===== config.mk =====
export PLATFORM = sky130hd
export DESIGN_NAME = pc_sequencer
export DESIGN_NICKNAME = d
export VERILOG_FILES = /design/src/rtl/pc_sequencer.sv
export SDC_FILE = /design/constraint.sdc
export NUM_CORES = 1
export LEC_CHECK = 0
export BUFFER_PORTS_ARGS = -buffer_cell sky130_fd_sc_hd__buf_2
export CORE_UTILIZATION = 25
export CTS_BUF_LIST = sky130_fd_sc_hd__clkbuf_4
export DETAILED_ROUTE_END_ITERATION = 8
export PLACE_DENSITY = 0.41
export RECOVER_POWER = 50
export SYNTH_ARGS = -nofsm -noshare
export SYNTH_HDL_FRONTEND = slang
export SYNTH_SLANG_ARGS = --single-unit

===== constraint.sdc =====
create_clock -name clk -period 7.28 [get_ports clk]
set_input_delay 1.456 -clock clk [delete_from_list [all_inputs] [get_ports clk]]
set_output_delay 1.456 -clock clk [all_outputs]
set_load 0.1 [all_outputs]

===== src/rtl/pc_sequencer.sv =====
// Next-PC controller for the KGP-RISC core: PC register, carry/zero flags,
// return-address stack and redirect flush generation.
module pc_sequencer #(
  parameter int ADDR_W    = 32,
  parameter int RAS_DEPTH = 4,
  parameter logic [ADDR_W-1:0] RESET_PC = '0
) (
  input  logic              clk,
  input  logic              rst,
  input  logic              instr_valid,
  input  logic              stall,
  input  logic [2:0]        pc_update,
  input  logic [ADDR_W-1:0] br_target,
  input  logic              br_flag,
  input  logic              flags_we,
  input  logic              carry_in,
  input  logic              zero_in,
  output logic [ADDR_W-1:0] pc,
  output logic              pc_valid,
  output logic              flush,
  output logic              halted,
  output logic              carry_q,
  output logic              zero_q,
  output logic              ras_overflow,
  output logic              ras_underflow
);

  localparam int PTR_W = $clog2(RAS_DEPTH);
  localparam int CNT_W = PTR_W + 1;
  localparam logic [CNT_W-1:0] CNT_FULL = CNT_W'(RAS_DEPTH);

  typedef enum logic [1:0] {INIT, RUN, HALT} state_t;

  state_t            state, state_n;
  logic [ADDR_W-1:0] ras_mem [RAS_DEPTH];
  logic [PTR_W-1:0]  sp;
  logic [CNT_W-1:0]  cnt;

  logic [ADDR_W-1:0] nxt, pc_n;
  logic              accept, c_eff, z_eff, taken, push, pop, ovf_n, unf_n;

  assign nxt      = pc + ADDR_W'(1);
  assign pc_valid = (state == RUN);
  assign halted   = (state == HALT);

  always_comb begin
    accept  = (state == RUN) && instr_valid && !stall;
    c_eff   = flags_we ? carry_in : carry_q;
    z_eff   = flags_we ? zero_in  : zero_q;
    state_n = state;
    pc_n    = pc;
    taken   = 1'b0;
    push    = 1'b0;
    pop     = 1'b0;
    unf_n   = 1'b0;
    case (state)
      INIT: state_n = RUN;
      RUN: begin
        if (accept) begin
          case (pc_update)
            3'b001: begin pc_n = br_target; taken = 1'b1; end
            3'b010: begin
              taken = (c_eff == br_flag);
              pc_n  = taken ? br_target : nxt;
            end
            3'b011: begin
              taken = (z_eff == br_flag);
              pc_n  = taken ? br_target : nxt;
            end
            3'b100: begin pc_n = br_target; taken = 1'b1; push = 1'b1; end
            3'b101: begin
              if (cnt != '0) begin
                pc_n  = ras_mem[sp - PTR_W'(1)];
                taken = 1'b1;
                pop   = 1'b1;
              end else begin
                pc_n  = nxt;
                unf_n = 1'b1;
              end
            end
            3'b110: state_n = HALT;
            default: pc_n = nxt;
          endcase
        end
      end
      default: state_n = HALT;
    endcase
    ovf_n = push && (cnt == CNT_FULL);
  end

  // control / architectural state register
  always_ff @(posedge clk) begin
    if (rst) begin
      state         <= INIT;
      pc            <= RESET_PC;
      flush         <= 1'b0;
      carry_q       <= 1'b0;
      zero_q        <= 1'b0;
      ras_overflow  <= 1'b0;
      ras_underflow <= 1'b0;
      sp            <= '0;
      cnt           <= '0;
    end else begin
      state         <= state_n;
      pc            <= pc_n;
      flush         <= taken;
      ras_overflow  <= ovf_n;
      ras_underflow <= unf_n;
      if (state != INIT && flags_we) begin
        carry_q <= carry_in;
        zero_q  <= zero_in;
      end
      if (push) begin
        sp <= sp + PTR_W'(1);
        if (cnt != CNT_FULL) cnt <= cnt + CNT_W'(1);
      end else if (pop) begin
        sp  <= sp - PTR_W'(1);
        cnt <= cnt - CNT_W'(1);
      end
    end
  end

  // A full stack wraps onto the oldest slot, so only the pointer matters here.
  always_ff @(posedge clk) begin
    if (push) ras_mem[sp] <= nxt;
  end

endmodule


[Word-level counts from Yosys, hierarchy flattened]
Memory sizes are Yosys's and may differ from the RTL's.
Index checks and enable logic that the tools add are counted.
Storage, ports and cells
  flip-flop bits (word level): 44
  RAM bits: 128
  bits of input ports: 43
  output and inout port bits: 39
  logic and storage cells: 74
  memories kept: 1
Cells by class
  add/subtract/negate cells: 5
  eq/ne operators: 15
  multiplexer cells: 25
  bitwise logic cells: 4
  reductions and logical operators: 15
Memory list
  ras_mem: depth 4, bits a word 32, read ports 1, clocked after memory_dff 0, write ports 1, RTL line 35  | logic [ADDR_W-1:0] ras_mem [RAS_DEPTH];
Operator list (number)
  $pmux W32 S5: 1
  $mux W32: 3
  $add A32 B1 Y32 const B: 1
  $eq A3 B3 Y1 const B: 4
  $mux W1: 12
  $mux W3: 3
  $mux W2: 4
  $eq A3 B2 Y1 const B: 2
  $ne A2 B1 Y1 const B: 3
  $logic_and A1 B1 Y1: 4
  $not A1 Y1: 4
  $pmux W1 S4: 1
  $pmux W2 S2: 1
  $reduce_and A2 Y1: 2
  $reduce_bool A2 Y1: 2
  $reduce_or A4 Y1: 1
  $add A3 B1 Y3 const B: 1
  $eq A3 B1 Y1 const B: 1
  $ne A3 B3 Y1 const B: 1
  $reduce_and A3 Y1: 1
  $reduce_bool A3 Y1: 1
  $reduce_or A3 Y1: 1
  $sub A3 B1 Y3 const B: 1
  $add A2 B1 Y2 const B: 1
  7 further kinds: 8

[Longest topological paths before layout]
  depth in word-level cells: 7
  gate-level depth with buffers: 10
  gate-level depth less buffers: 7

[Worst setup path after synthesis]
No wires, ideal clock.
  kind: input port to flip-flop
  start point: input port pc_update[1]
  end point: memory ras_mem[0][0] (enable)
  library setup time: 0.392 ns
  arrival: 3.248 ns
  required time: 6.888 ns
  path slack: 3.640 ns
  cell stages on the path: 4
  path buffers: 1
  path through: buf_6 > or3b_2 > nor2_1 > and2_1
On the way
  cells in the longest elaborated chain, start to end: 6
Ends and longest elaborated chain
  start: declaration: RTL line 12  | input logic [2:0] pc_update,
  $eq A3 B3 Y1: RTL line 60  | case (pc_update)
  $mux W1: RTL line 60
  $mux W1: RTL line 59  | if (accept) begin
  $mux W1: RTL line 56  | case (state)
  $mux W1: RTL line 125  | if (push) ras_mem[sp] <= nxt;
  $mux W1 (implied by the code): RTL line 125
  end: declaration: RTL line 35
No other way between the ends.

[Worst setup path in the final report]
  start point: input port pc_update[2]
  end point: memory ras_mem[1][0] (enable)
Same word-level chain as after synthesis.

==> metrics <==
vias per cell 5.08; DR vias 5,485; setup bufs post-CTS 0; die area 32,500 sq um; Fmax 213 MHz; Setup crit start kind primary input; I/O Buffers 81; post-CTS sizing 0; Post-synth ARST share 0%; Synth Warn # 0; Post-Syn Instances 599; core area 30,900 sq um; EDFF count, synth approximately 130; die height between 150 and 200 um; CTS tree built; Placement Rows 64; die width 180 um; Seq/Total Area, Yosys 59.4%; synthesized cell area 7950 sq um; clock buffer depth 2; P_leak 2.88 nW; CP Capture Type flop; Num Clock Sinks 172; largest net degree at the start of global routing 46; GRT Overall Usage about 15%; drt pass-1 iters 6; Clock transition at path regs 0.15 ns; Final Wtd Congestion 0.751; initial antenna violation count 2; gr ovfl total 0; setup clock skew after layout between 0.03 and 0.04 ns; layout cells sized above 1 approximately 22%; Yosys cell types 71; max-cap check violation count 3; critical path arrival between 4 and 5 ns; critical path cell sequence clkbuf_1 > or3b_2 > nor2_1 > and2_0 > clkbuf_1; vias in the first global route 5,614; Post-synth top flop edfxtp_1; Rel. slew slack -72.8%; wire length per cell 22.1 um; Worst-Skew Late Latency ~0.58 ns; WP data required 7.41 ns; Final Util 29.0%; setup TNS 0 ns; crit-path max FO 32; most frequent CP cell clkbuf_1; Slowest Stage Delay on Critical Path 1.84 ns; crit share post-route 64.4%; Final Max Tran Viols 112; cts hold-fix bufs 0; first-pass GRT wire length 36.0 mm; violated checks max-capacitance violations, max-slew violations; RSZ-0062 raised after global routing no; worst min-delay path class reg -> reg; DR DRC count 0; Crit Path Category in -> reg; syn nets 648; clock root buffer clkbuf_4; Final Hold Viols 0; final WL 23.8 mm; post-route ant nets 0; status finished, violations left; initial core utilization 25.7%; Final min period 4.69 ns; PD cells 204 nW/um^2; drt initial violations 442; Yosys reg bits 172; total CTS buffers 17; crit path buf inv count 2; Slowest-stage cell, CP clkbuf_1; DP HPWL between 10 and 15 mm; Peak supply drop 0.103 mV; IO Count 82; setup violators final 0; syn_area_per_cell 13.3 sq um; Least-Margin Pin Slew 2.59 ns; Layout Nets 719; Area Overhead vs Synth 12.9%; H-tree Lvls 4; CP delay by family, top buffers and inverters
## synthesized netlist by cell type, types with 7 or more instances
library cell / number / area share [%]
a221o_1: 8 / 1.0
xnor2_1: 19 / 2.1
clkbuf_1: 24 / 1.1
nand3_1: 12 / 0.76
nor3_1: 15 / 0.94
xor2_1: 12 / 1.3
mux4_2: 32 / 9.1
nor4_1: 10 / 0.79
nor2_1: 40 / 1.9
inv_1: 14 / 0.66
a21oi_1: 22 / 1.4
a221oi_1: 12 / 1.3
o21ai_0: 13 / 0.82
edfxtp_1: 128 / 48
a211oi_1: 12 / 1.1
and2_1: 10 / 0.79
nor2b_1: 7 / 0.55
a22oi_1: 11 / 1.0
nand4_1: 11 / 0.87
dfxtp_1: 44 / 11
nand2_1: 40 / 1.9
## where the power goes
| group | total, mW | switching [mW] | internal, mW |
|---|---|---|---|
| combinational | 0.193 | 0.143 | 0.0499 |
| sequential | 1.08 | 0.0180 | 1.06 |
| clock | 0.562 | 0.400 | 0.162 |
| total | 1.83 | 0.561 | 1.27 |
## final cells by class
| class | count | area, sq um |
|---|---|---|
| fillers | 3205 | 21900 |
| flip-flops and latches | 172 | 4730 |
| multi-input cells | 371 | 2940 |
| well taps | 396 | 495 |
| repair buffers | 94 | 463 |
| clock inverters | 15 | 170 |
| clock buffers | 17 | 128 |
| inverters | 14 | 52.6 |
| diodes | 1 | 2.50 |
## stage by stage
| stage | std cells | hold slack, ns | setup slack, ns | cell area (sq um) | power, mW |
|---|---|---|---|---|---|
| after floorplan | 599 | 0.479 | 3.64 | 7950 | 1.23 |
| after global routing | 1080 | 0.587 | 2.40 | 8970 | 1.90 |
| after CTS | 1079 | 0.553 | 3.78 | 9020 | 1.85 |
| after global placement | 1047 | 0.503 | 3.36 | 8720 | 1.29 |
| final | 1080 | 0.548 | 2.59 | 8970 | 1.83 |
| after detailed placement | 1047 | 0.524 | 3.31 | 8720 | 1.29 |
## sequential cells by signal, summed over array words and instances, names as in the netlist
name / flops
carry_q: 1
pc: 32
cnt: 3
ras_overflow: 1
state: 2
ras_mem: 128
flush: 1
zero_q: 1
ras_underflow: 1
sp: 2
## tightest hold or removal path: cells and delay by family (launching register included)
kind	cells	cell delay, ns
DFF	1	0.37
and+or+nand+nor	2	0.15
## worst paths after layout
path	cells past startpoint	from	to	slack, ns
setup / recovery	5	pc_update[2]	ras_mem[1][0]	2.59
hold / removal	2	cnt[2]	ras_overflow	0.55
hold reg to reg	2	cnt[2]	ras_overflow	0.55
setup reg to reg	4	state[1]	ras_mem[1][0]	3.53
## routing by layer
layer	vias to the layer above	global-route usage [%]	share of wire, %
li1	2481	-	-
met1	2821	20.1	46
met2	170	24.4	48
met3	13	3.35	5.5
met4	0	2.94	1.1
met5	-	0	0
## layout by cell type, fill, tap and decap left out, types with 3 or more instances in the layout
cell and n:
nand4_1 11, nor2_1 40, clkinv_8 4, a221oi_1 12, mux2i_1 5, a311oi_1 3, inv_6 3, buf_2 61
a221o_1 8, nor3b_1 3, o21ai_0 13, nand2_1 40, and2_0 4, o32ai_1 4, nor2b_1 6, nor3_1 15
buf_4 9, edfxtp_1 128, xor2_1 12, or3_1 4, and3_1 4, a211oi_1 12, or2_2 3, mux4_2 32
dfxtp_1 43, a21o_1 4, a21oi_1 22, a22oi_1 11, and2_1 6, inv_1 14, nand3_1 12, inv_8 5
ha_1 5, clkbuf_1 24, xnor2_1 19, clkbuf_4 17, nor4_1 10
## cells by family (layout without fill, tap and decap cells)
| kind of cell | after synthesis | after routing | share of synthesized area [%] |
|---|---|---|---|
| other cells | 0 | 1 | 0 |
| fa+ha+maj | 6 | 6 | 1.04 |
| simple gates | 177 | 177 | 11.5 |
| mux | 38 | 38 | 9.84 |
| xor+xnor | 31 | 31 | 3.42 |
| buf+inv | 56 | 140 | 3.67 |
| compound gates | 119 | 119 | 11.1 |
| flops | 172 | 172 | 59.4 |
(Power assumes the default switching activity.)
